`src/rtl/arf_controller.sv`:
```
// arf_controller: sequences PC/SP/AR register-file operations and memory strobes; optional stack guard via ARF_CTRL_STACK_GUARD_EN
module arf_controller #(
    parameter int STACK_DEPTH = 256
) (
    input  logic        clock,
    input  logic        reset,
    input  logic        req_valid,
    input  logic [2:0]  req_op,
    input  logic [15:0] req_data,
    output logic        req_ready,
    output logic        done,
    output logic        err,
    output logic [31:0] arf_i,
    output logic [2:0]  arf_regsel,
    output logic [1:0]  arf_funsel,
    output logic [1:0]  arf_outasel,
    output logic [1:0]  arf_outbsel,
    output logic        mem_rd,
    output logic        mem_wr
);
    typedef enum logic [2:0] {IDLE, PRE, SEL, ACCESS, UPDATE, DONE} state_t;
    localparam logic [2:0] OP_FETCH = 3'b000;
    localparam logic [2:0] OP_PUSH  = 3'b001;
    localparam logic [2:0] OP_POP   = 3'b010;
    localparam logic [2:0] OP_JUMP  = 3'b011;
    localparam logic [2:0] OP_LDAR  = 3'b100;
    localparam logic [2:0] OP_LDSP  = 3'b101;
    localparam logic [2:0] OP_CLR   = 3'b110;
    localparam logic [2:0] OP_ILL   = 3'b111;

    state_t      state, state_next;
    logic [2:0]  op_q;
    logic [15:0] data_q;
    logic        err_q;
    logic        reject;
    logic        accept;

    assign accept = req_valid && state == IDLE;

`ifdef ARF_CTRL_STACK_GUARD_EN
    localparam int DW = $clog2(STACK_DEPTH + 1);
    logic [DW-1:0] depth;
    assign reject = (req_op == OP_PUSH && depth == DW'(STACK_DEPTH)) ||
                    (req_op == OP_POP && depth == '0);
    // depth tracks SP movement in the same cycle the register file is told to move it
    always_ff @(posedge clock) begin
        if (reset)
            depth <= '0;
        else if (state == PRE)
            depth <= depth - 1'b1;
        else if (state == UPDATE && op_q == OP_PUSH)
            depth <= depth + 1'b1;
        else if (state == UPDATE && (op_q == OP_LDSP || op_q == OP_CLR))
            depth <= '0;
    end
`else
    logic unused_depth;
    assign unused_depth = STACK_DEPTH[0];
    assign reject = 1'b0;
`endif

    // state register
    always_ff @(posedge clock) begin
        if (reset)
            state <= IDLE;
        else
            state <= state_next;
    end

    // request capture; inputs are ignored after acceptance
    always_ff @(posedge clock) begin
        if (reset) begin
            op_q   <= OP_FETCH;
            data_q <= '0;
            err_q  <= 1'b0;
        end else if (accept) begin
            op_q   <= req_op;
            data_q <= req_data;
            err_q  <= req_op == OP_ILL || reject;
        end
    end

    // next-state: POP pre-increments SP, FETCH/PUSH need SEL so OutC is valid in ACCESS
    always_comb begin
        state_next = state;
        case (state)
            IDLE:    if (req_valid)
                         state_next = (req_op == OP_ILL || reject) ? DONE :
                                      (req_op == OP_POP) ? PRE :
                                      (req_op == OP_FETCH || req_op == OP_PUSH) ? SEL : UPDATE;
            PRE:     state_next = SEL;
            SEL:     state_next = ACCESS;
            ACCESS:  state_next = (op_q == OP_POP) ? DONE : UPDATE;
            UPDATE:  state_next = DONE;
            DONE:    state_next = IDLE;
            default: state_next = IDLE;
        endcase
    end

    // outputs decoded from state and captured op
    always_comb begin
        req_ready   = state == IDLE;
        done        = state == DONE;
        err         = state == DONE && err_q;
        arf_i       = {16'h0000, data_q};
        arf_regsel  = 3'b000;
        arf_funsel  = 2'b00;
        arf_outasel = (state == SEL || state == ACCESS) && (op_q == OP_PUSH || op_q == OP_POP) ? 2'b01 : 2'b00;
        mem_rd      = state == ACCESS && op_q != OP_PUSH;
        mem_wr      = state == ACCESS && op_q == OP_PUSH;
        if (state == PRE) begin
            arf_regsel = 3'b010;
            arf_funsel = 2'b01;
        end else if (state == UPDATE) begin
            arf_regsel = (op_q == OP_FETCH || op_q == OP_JUMP) ? 3'b001 :
                         (op_q == OP_PUSH || op_q == OP_LDSP) ? 3'b010 :
                         (op_q == OP_LDAR) ? 3'b100 :
                         (op_q == OP_CLR) ? 3'b111 : 3'b000;
            arf_funsel = (op_q == OP_FETCH) ? 2'b01 :
                         (op_q == OP_PUSH) ? 2'b00 :
                         (op_q == OP_CLR) ? 2'b11 : 2'b10;
        end
        arf_outbsel = arf_outasel;
    end
endmodule

```
`config.mk`:
```
export PLATFORM = sky130hd
export DESIGN_NAME = arf_controller
export DESIGN_NICKNAME = d
export VERILOG_FILES = /design/src/rtl/arf_controller.sv
export SDC_FILE = /design/constraint.sdc
export NUM_CORES = 1
export LEC_CHECK = 0
export ABC_CLOCK_PERIOD_IN_PS = 4700
export CAP_MARGIN = 30
export CORE_MARGIN = 2
export CORE_UTILIZATION = 25
export CTS_CLUSTER_DIAMETER = 60
export DETAILED_ROUTE_END_ITERATION = 10
export DONT_BUFFER_PORTS = 1
export GPL_TIMING_DRIVEN = 0
export PLACE_DENSITY = 0.38
export SYNTH_ARGS = -nofsm -noshare
export SYNTH_HDL_FRONTEND = slang
export SYNTH_SLANG_ARGS = --single-unit
```
`constraint.sdc`:
```
create_clock -name clock -period 4.7 [get_ports clock]
set_clock_uncertainty 0.2 [all_clocks]
set_input_delay 0.47 -clock clock [delete_from_list [all_inputs] [get_ports clock]]
set_output_delay 0.47 -clock clock [all_outputs]
set_load 0.02 [all_outputs]
```
# ---- Word-level counts from Yosys, hierarchy flattened
# Index checks and enable logic that the tools add are counted.
dict set report word_totals {
  word_cells 51
  in_bits 22
  output_inout_bits 46
  regBits 23
}
dict set report op_classes {
  eq_ne 16
  n_mux 18
  reduce_logical 13
}
# op n
set ops {}
lappend ops {{$mux W3} 10}
lappend ops {{$eq A3 B3 Y1 const B} 6}
lappend ops {{$eq A3 B2 Y1 const B} 5}
lappend ops {{$pmux W3 S5} 1}
lappend ops {{$eq A3 B1 Y1 const B} 3}
lappend ops {{$logic_not A3 Y1} 3}
lappend ops {{$mux W2} 4}
lappend ops {{$logic_and A1 B1 Y1} 5}
lappend ops {{$logic_or A1 B1 Y1} 5}
lappend ops {{$mux W1} 3}
lappend ops {{$ne A3 B1 Y1 const B} 1}
lappend ops {{$ne A2 B2 Y1 const B} 1}

# ---- Depth between registers and ports, before layout
dict set report logic_depth {
  ltp_word 7
  depth_mapped 5
  depth_no_buf 3
}

# ---- Least setup slack after synthesis
# No wires, ideal clock.
dict set report synth_path {
  path_type {register to output}
  startpoint {reg state[2]}
  endpoint {out arf_outbsel[0]}
  arrival_ns 1.512
  stages_incl_launch_ff 5
  slack_ns 2.518
  n_path_buf 2
  cell_sequence {dfxtp_1 -> buf_2 -> nor2b_1 -> nor3b_1 -> buf_4}
}
dict set report synth_via {
  elab_chain_len 4
}
# element line_no
set synth_rtl {}
lappend synth_rtl {{from (decl)} 31} ;# state_t state, state_next;
lappend synth_rtl {{from (signal assigned)} 67} ;# state <= state_next;
lappend synth_rtl {{$eq A3 B2 Y1} 108} ;# arf_outasel = (state == SEL || state == ACCESS) && (op_q == OP_PUSH || op_q == OP_POP) ? 2'b01 : 2'b00;
lappend synth_rtl {{$logic_or A1 B1 Y1 (*)} 108}
lappend synth_rtl {{$logic_and A1 B1 Y1 (*)} 108}
lappend synth_rtl {{$mux W1 (*)} 108}
lappend synth_rtl {{to (decl)} 17} ;# output logic [1:0] arf_outbsel,
# Mark *: on every way between the ends. The rest lies on a longest branch, timed or not.

# ---- Final worst setup path
# Ends and elaborated chain as after synthesis.

==> impl_results.md <==
- IO buf count: 0
- Post-synth EDFFs: 0
- Clk sinks: 23
- Synth cell count leaders: nand2_1, a21oi_1, dfxtp_1
- Pre-CTS setup slack: around 2400 ps
- Worst-Skew Late Latency: between 200 and 300 ps
- Gr usage total: about a tenth
- Clock Tree Buf Depth: 2
- Unique cell type count in the Yosys netlist: 33
- Pre-antenna DRT Iters: 4
- P&R area growth vs syn: 15.83%
- Synth top area cells: dfxtp_1, nand2_1, buf_4
- Final worst slack: around 2000 ps
- Register area: 460.4 sq um
- Fin nets: approximately 200
- WS Path Type: flop to output pin
- H-tree depth: 1
- Slew @ Worst Pin: 778.1 ps
- First-pass GRT wire length: between 4000 and 5000 microns
- RSZ-0062 raised after global routing: no
- Global Route met1 Usage: between 10% and 20%
- Slew HR: roughly half
- Largest net degree at the start of global routing: 13
- Final antenna-violating net count: 0
- # diodes: 0
- Vias in the first global route: approximately 900
- Status: finished clean
- Fmax: roughly 380 MHz
- Hold Violations, Final: 0
- Sequential-to-total area share from yosys stat: a little under two fifths
- Max Cap Viol: 0
- FP Rows: 25
- Initial core utilization: 25.77%
- Core footprint: 4723 sq um
- Gate count after technology mapping: between 150 and 200
- Slew Limit Fails: 0
- Hold Path Class: primary input to flop
- Tot Pwr: around 0.55 mW
- Via count: 1021
- Pwr/cell area: between 300 and 400 nW/um^2
- Final setup violation count: 0
- Hold slack: approximately 140 ps
- Clock slew at reported path FFs: about 80 ps
- Starting DRT DRC Count: 25
- Leakage power: approximately 0.6 nW
- Tmin final: 2641 ps
- DRT Wirelength: between 2000 and 3000 microns
- Post-synthesis async set-or-reset flop share: 0%
- Wire per inst: roughly 12 microns
- CP Launch Type: flop
- Util after Layout: 29.85%
- Die H: ~74 microns
- Multi-input gate area: 594.3 sq um
- Die area: about 5400 sq um
- CP endpoint kind: output pin
- Top FF cell, synth: dfxtp_1
- Share of the synthesized area in the top cell type: a little under two fifths
- Num CTS Buffers: 3
- Synth Cell Area: between 1000 and 1500 sq um
- Count leader, synth: nand2_1
- GRT overflow: 0
- Syn. warnings: 0
- Proportion of layout cells with a drive suffix above 1: between 10% and 20%
- Setup_tns: 0 ps
- Layout filler cell count: a little over 500
- Clock root buffer: clkbuf_8
- Synth Register Bits: 23
- Initial antenna violation count: 0
- Fin crit share: a little under three fifths
- Die W: 73.79 microns
- GPL Wtd Cong: around 0.74
- Post-DP HPWL: between 2000 and 2500 microns
- # DRC: 0
- Critical path fanouts, max: 10
- Worst EP required: approximately 4000 ps
- Via density: 4.237
- Setup Fix Bufs, Post-CTS: 0
- TritonCTS clock tree: done
- CTS resizes: 0
- Quantity of hold-fixing buffers added after cts: 0
- Top cell type by total area after synthesis: dfxtp_1
- Grt met2 use: between 10% and 20%
- Met3 Track Usage GR: 4.115%
- I/O pin cnt: 68
- Peak supply drop: between 0.1 and 0.15 mV
- GR peak layer: met2
- Worst Path Arrival: 1970 ps
- Mean post-synth cell area: ~8.0 sq um
-- sequential cells by signal (all words and copies together) (netlist names) --
register  cells
err_q         1
op_q          3
data_q       16
state         3
-- kinds of logic (layout without fill, tap and decap cells) --
family,after synthesis,count (layout),synth area share [%]
AO/OA/AOI/OAI,32,32,15.93
XOR/XNOR,3,3,2.159
multiplexers,1,1,0.8222
AND/OR/NAND/NOR,61,61,24.36
buffers and inverters,32,36,18.60
other,1,18,0.3080
flip-flops,23,23,37.82
-- path summary, 6_finish.rpt --
check,start,endpoint,slack (ps),depth (start not counted)
worst max register to register,state[0],state[1],2880,4
worst min register to register,err_q,err_q,250,2
worst min-delay path,req_op[2],op_q[2],140,2
worst max-delay path,state[2],arf_outbsel[0],2060,4
-- per-layer routing --
layer	part of all wire (%)	vias up	wire, microns
li1	-	511	-
met1	40	466	1156
met2	49	42	1409
met3	9.9	2	282
met4	0.42	0	12
met5	0	-	0
-- final cells by class --
type | instances | share of cell area, %
Buffer | 30 | 15.53
Clock buffer | 4 | 3.194
Inverter | 2 | 0.5324
Multi-Input combinational cell | 115 | 42.15
Sequential cell | 23 | 32.65
Tap cell | 67 | 5.945
-- report_power, final --
part / switching, mW / leakage [nW] / internal (mW)
logic: 0.107 / 0.388 / 0.0649
registers: 0.0350 / 0.189 / 0.218
clock network: 0.0625 / 0.0228 / 0.0604
total: 0.204 / 0.599 / 0.343
-- worst max-delay path: stages (launching register included) --
cell     delay, ps
dfxtp_1        340
buf_2          180
nor2b_1        240
nor3b_1        680
buf_4          270
-- layout by cell type, fill, tap and decap left out, types with 2 or more instances in the layout --
cell type,n
nor2b_1,2
dfxtp_1,23
a21oi_1,24
buf_4,19
buf_2,4
nor2_1,4
buf_6,4
clkbuf_1,4
clkbuf_8,3
nand2_1,42
conb_1,18
inv_1,2
xor2_1,2
or4b_1,2
o21a_1,2
-- through the flow --
| stage | std cells | area [sq um] |
|---|---|---|
| finish | 241 | 1410 |
| global route | 241 | 1410 |
| CTS | 241 | 1410 |
| detailed placement | 237 | 1365 |
| global placement | 237 | 1365 |
| floorplan | 170 | 1281 |
Note: power is estimated with default switching activity, not from simulation.
